[config.mk]
export PLATFORM = sky130hd
export DESIGN_NAME = pipeline_hazard_ctrl
export DESIGN_NICKNAME = d
export VERILOG_FILES = /design/src/rtl/pipeline_hazard_ctrl.sv
export SDC_FILE = /design/constraint.sdc
export NUM_CORES = 1
export LEC_CHECK = 0
export ABC_CLOCK_PERIOD_IN_PS = 1600
export BUFFER_PORTS_ARGS = -buffer_cell sky130_fd_sc_hd__buf_2
export CAP_MARGIN = 25
export CORE_UTILIZATION = 49
export CTS_BUF_LIST = sky130_fd_sc_hd__clkbuf_16
export DETAILED_ROUTE_END_ITERATION = 8
export PLACE_DENSITY = 0.75
export SYNTH_ARGS = -nofsm -noshare
export SYNTH_HDL_FRONTEND = slang
export SYNTH_SLANG_ARGS = --single-unit
[constraint.sdc]
create_clock -name clk -period 1.6 [get_ports clk]
set_input_delay 0.32 -clock clk [delete_from_list [all_inputs] [get_ports clk]]
set_output_delay 0.32 -clock clk [all_outputs]
set_load 0.02 [all_outputs]
[src/rtl/pipeline_hazard_ctrl.sv]
// Decode-stage hazard sequencer: tracks in-flight destination registers, stalls on RAW,
// freezes on memory back-pressure and flushes wrong-path work when a branch resolves in WB.
module pipeline_hazard_ctrl #(
  parameter int STAGES     = 3,
  parameter int FLUSH_HOLD = 1
) (
  input  logic        clk,
  input  logic        rst_n,
  input  logic        dec_valid,
  input  logic [4:0]  dec_rs1_addr,
  input  logic        dec_rs1_use,
  input  logic [4:0]  dec_rs2_addr,
  input  logic        dec_rs2_use,
  input  logic [4:0]  dec_rd_addr,
  input  logic        dec_rf_wen,
  input  logic        mem_stall,
  input  logic        wb_branch_taken,
  output logic        stall_flg,
  output logic        wb_branch_hazard,
  output logic [15:0] stall_count,
  output logic [15:0] flush_count
);

  logic        ent_valid_r [STAGES];
  logic [4:0]  ent_rd_r    [STAGES];
  logic [1:0]  flush_cnt_r;
  logic [15:0] stall_count_r;
  logic [15:0] flush_count_r;

  logic take_br_s;
  logic raw_s;
  logic issue_s;

  assign take_br_s        = wb_branch_taken & ~mem_stall;
  assign wb_branch_hazard = take_br_s | (flush_cnt_r != 2'd0);
  assign stall_flg        = mem_stall | (dec_valid & raw_s & ~wb_branch_hazard);
  assign issue_s          = dec_valid & ~stall_flg & ~wb_branch_hazard &
                            dec_rf_wen & (dec_rd_addr != 5'd0);
  assign stall_count      = stall_count_r;
  assign flush_count      = flush_count_r;

  // RAW detect against every tracked entry; the WB entry counts since there is no bypass
  always_comb begin
    raw_s = 1'b0;
    for (int i = 0; i < STAGES; i++) begin
      raw_s = raw_s | (ent_valid_r[i] &
                       ((dec_rs1_use & (ent_rd_r[i] == dec_rs1_addr)) |
                        (dec_rs2_use & (ent_rd_r[i] == dec_rs2_addr))));
    end
  end

  // Destination tracker: hold on freeze, wipe on taken branch, otherwise shift toward WB
  always_ff @(posedge clk or negedge rst_n) begin
    if (!rst_n) begin
      for (int i = 0; i < STAGES; i++) begin
        ent_valid_r[i] <= 1'b0;
        ent_rd_r[i]    <= 5'd0;
      end
    end else if (mem_stall) begin
      for (int i = 0; i < STAGES; i++) begin
        ent_valid_r[i] <= ent_valid_r[i];
        ent_rd_r[i]    <= ent_rd_r[i];
      end
    end else if (take_br_s) begin
      for (int i = 0; i < STAGES; i++) begin
        ent_valid_r[i] <= 1'b0;
        ent_rd_r[i]    <= 5'd0;
      end
    end else begin
      ent_valid_r[0] <= issue_s;
      ent_rd_r[0]    <= issue_s ? dec_rd_addr : 5'd0;
      for (int i = 1; i < STAGES; i++) begin
        ent_valid_r[i] <= ent_valid_r[i-1];
        ent_rd_r[i]    <= ent_rd_r[i-1];
      end
    end
  end

  // Flush hold counter; only non-frozen cycles consume the hold
  always_ff @(posedge clk or negedge rst_n) begin
    if (!rst_n) begin
      flush_cnt_r <= 2'd0;
    end else if (take_br_s) begin
      flush_cnt_r <= 2'(FLUSH_HOLD);
    end else if ((flush_cnt_r != 2'd0) && !mem_stall) begin
      flush_cnt_r <= flush_cnt_r - 2'd1;
    end else begin
      flush_cnt_r <= flush_cnt_r;
    end
  end

  // Saturating performance counters, counting through freezes
  always_ff @(posedge clk or negedge rst_n) begin
    if (!rst_n) begin
      stall_count_r <= 16'd0;
      flush_count_r <= 16'd0;
    end else begin
      if (stall_flg && (stall_count_r != 16'hFFFF)) begin
        stall_count_r <= stall_count_r + 16'd1;
      end else begin
        stall_count_r <= stall_count_r;
      end
      if (wb_branch_hazard && (flush_count_r != 16'hFFFF)) begin
        flush_count_r <= flush_count_r + 16'd1;
      end else begin
        flush_count_r <= flush_count_r;
      end
    end
  end

endmodule

==> summary.txt <==
Run status
  • Outcome: finished with violations
  • Failing checks: negative hold slack, negative setup slack

Setup path
  • Critical Path RT: 1280 ps
  • Worst Setup Start Kind: flip-flop
  • CP Capture Type: output port
  • Critical path arrival: 1690 ps
  • Crit Path Class: flip-flop to output port
  • Critical path peak fanout: 3

STA
  • Worst-margin pin slew: 300 ps
  • Clk_skew: 6.17 ps
  • Max_slew headroom: 80.0%
  • Unrepaired setup endpoints after global routing: true
  • Fin Hold WS: -2.54 ps
  • Max-slew violation count: 0
  • Hold Vio Cnt, Final: 2
  • Final setup viols: 36
  • Final min period: 2010 ps
  • Fin crit share: 126%
  • Final Worst Setup Slack: -408 ps
  • Maximum clock frequency: 498 MHz

Placement
  • Area after DPL: 0.00344 mm2
  • IO Port Bufs: 56
  • Hpwl dp: 4.52 mm
  • RePlAce Congestion: 0.900
  • Pre-CTS worst setup slack: -383 ps

Layout
  • Layout fillers: 353
  • Area Overhead vs Synth: 45.0%
  • Final Cell Area: 0.00390 mm2
  • Multi-input gate area: 0.00149 mm2
  • Share of cells above drive strength 1: 46.7%
  • Nets: 385
  • Final antenna diode count: 0
  • Seq. cell area: 0.00132 mm2

Global route
  • First-pass GRT wire length: 10.8 mm
  • Initial antenna violation count: 0
  • Total GRT Usage: 23.6%
  • Vias in the first global route: 2235
  • Largest net degree at the start of global routing: 53
  • GRT Residual Overflow: 0

Logic synthesis
  • Yosys reg bits: 52
  • Syn avg cell area: 11.1 um2
  • Synth Cell Area: 0.00269 mm2
  • Top_reg_cell synth: dfrtp_1
  • Seq/Total Area, Yosys: 48.4%
  • Ys async rst share: 100%
  • Syn nets: 268
  • Netlist cell types: 33
  • Number of synthesized flops with an enable pin: 0
  • Post-synthesis cell count: 242
  • Yosys Warn Count: 0

Run
  • Max Cap Violations: 0

Clocking
  • Root Driver: clkbuf_16
  • H-tree depth: 2
  • Post-CTS Hold Buffers: 0
  • CTS sink cnt: 52
  • TritonCTS clock tree: built
  • Clock Latency Late Sink: 290 ps
  • Max clock buf depth: 2
  • CTS buffer count: 5
  • Clk slew on worst S/H paths: 70 ps

Routing
  • Routed vias/inst: 5.42
  • TritonRoute pass-1 iters: 5
  • Residual DRC: 0
  • Antenna viol nets, final: 0
  • Initial DRC Count: 108
  • WL/cell: 15.8 um
  • Via count: 2329
  • Total wire length: 6.79 mm

Hold path
  • Hold crit path type: primary input to async pin

Floorplan
  • IO Pins: 57
  • Die outline width: 76.0 um
  • Die height: 76.0 um
  • Starting Density: 51.6%
  • Core area: 0.00520 mm2
  • Die footprint: 0.00578 mm2
  • # rows: 26

Pwr
  • Power Dens Cells: 1280 mW/mm2
  • Leak Pwr: 1.77 nW
  • Worst vdd ir: 0.978 mV
## cell usage after synthesis (all sizes together), types with 4 or more instances
| master | instances | area [um2] |
|---|---|---|
| inv | 8 | 30.0 |
| nand4 | 16 | 100 |
| mux2 | 4 | 45.0 |
| xnor2 | 48 | 420 |
| nor2 | 12 | 45.0 |
| nand3 | 20 | 100 |
| clkbuf | 4 | 15.0 |
| and3 | 7 | 48.8 |
| a22o | 17 | 149 |
| nor3 | 4 | 31.3 |
| dfrtp | 52 | 1300 |
| nand2 | 11 | 41.3 |
| xor2 | 10 | 87.6 |
## registers in the layout, indices dropped and copies added (netlist names)
| name | cells |
|---|---|
| flush_cnt_r | 2 |
| stall_count | 16 |
| ent_rd_r | 15 |
| ent_valid_r | 3 |
| flush_count | 16 |
## cell type report
class	count	area share (%)
Multi-Input combinational cell	177	38.3
Sequential cell	52	33.8
Timing Repair Buffer	115	20.0
Clock buffer	5	3.21
Tap cell	70	2.25
Clock inverter	3	1.64
Inverter	8	0.835
## cell families (layout without fill, tap and decap cells)
group	Yosys count	count (layout)	synth area share, %
compound gates	28	28	9.64
xor+xnor	58	58	18.9
fa+ha+maj	3	3	1.40
buf+inv	13	131	2.10
flops	52	52	48.4
mux	4	4	1.68
simple gates	84	84	17.8
## routing by layer
metal / vias up / global-route usage [%] / share of wire [%]
met2: 79 / 37.6 / 50
met5: - / 0 / 0
met4: 0 / 8.65 / 2.6
li1: 1094 / - / -
met3: 16 / 4.31 / 5.1
met1: 1140 / 32.3 / 43
## power by group
part | internal (W) | switching, W | total, W | leakage, nW
registers | 0.00155 | 0.000180 | 0.00173 | 0.658
clock network | 0.000890 | 0.000458 | 0.00135 | 0.0952
logic | 0.000924 | 0.000972 | 0.00190 | 1.02
total | 0.00336 | 0.00161 | 0.00497 | 1.77
## cells in the final DEF (no fill, tap or decap), drive strengths merged, types with 5 or more instances in the layout
cell    netlist  layout
nor2         12      12
and3          7       7
nand4        16      16
nand2        11      11
a22o         17      17
clkbuf        4       5
xnor2        48      48
nand3        20      20
xor2         10      10
buf           1     115
inv           8       9
dfrtp        52      52
## through the flow
| step | power, W | TNS (ps) | hold slack (ps) | instances | utilization (%) |
|---|---|---|---|---|---|
| after global routing | 0.00521 | -10730 | 29.6 | 430 | 74.9 |
| after detailed placement | 0.00327 | -9010 | 335 | 411 | 66.1 |
| after floorplan | 0.00254 | -2440 | 24.4 | 242 | - |
| after global placement | 0.00320 | -8170 | 335 | 411 | 66.1 |
| after CTS | 0.00479 | -6580 | 28.0 | 424 | 72.7 |
| final | 0.00497 | -7740 | -2.54 | 430 | 74.9 |
## final timing paths
path,depth (start not counted),slack (ps),from,endpoint
min in group clk,2,260,dec_rd_addr[4],ent_rd_r[14]$_DFFE_PN0N_
hold / removal,2,-3,rst_n,ent_rd_r[9]$_DFFE_PN0N_
hold reg to reg,1,510,stall_count[8]$_DFFE_PN0P_,stall_count[8]$_DFFE_PN0P_
setup reg to reg,7,-380,ent_rd_r[13]$_DFFE_PN0N_,stall_count[14]$_DFFE_PN0P_
max in group asynchronous,2,1330,rst_n,ent_rd_r[14]$_DFFE_PN0N_
setup / recovery,5,-410,ent_rd_r[13]$_DFFE_PN0N_,stall_flg
## repair_timing
action | 4_1_cts | 5_1_grt
setup buffers | 5 | 7
endpoints found under the setup margin | 37 | 40
pin swaps | 28 | 13
resized for setup | 31 | 14
## critical path, cell delays in order, from the launching register on
cell and delay (ps):
dfrtp_1 430, xnor2_1 200, nand4_1 110, o22a_1 250
a41oi_4 260, buf_6 150
(Power assumes the default switching activity.)
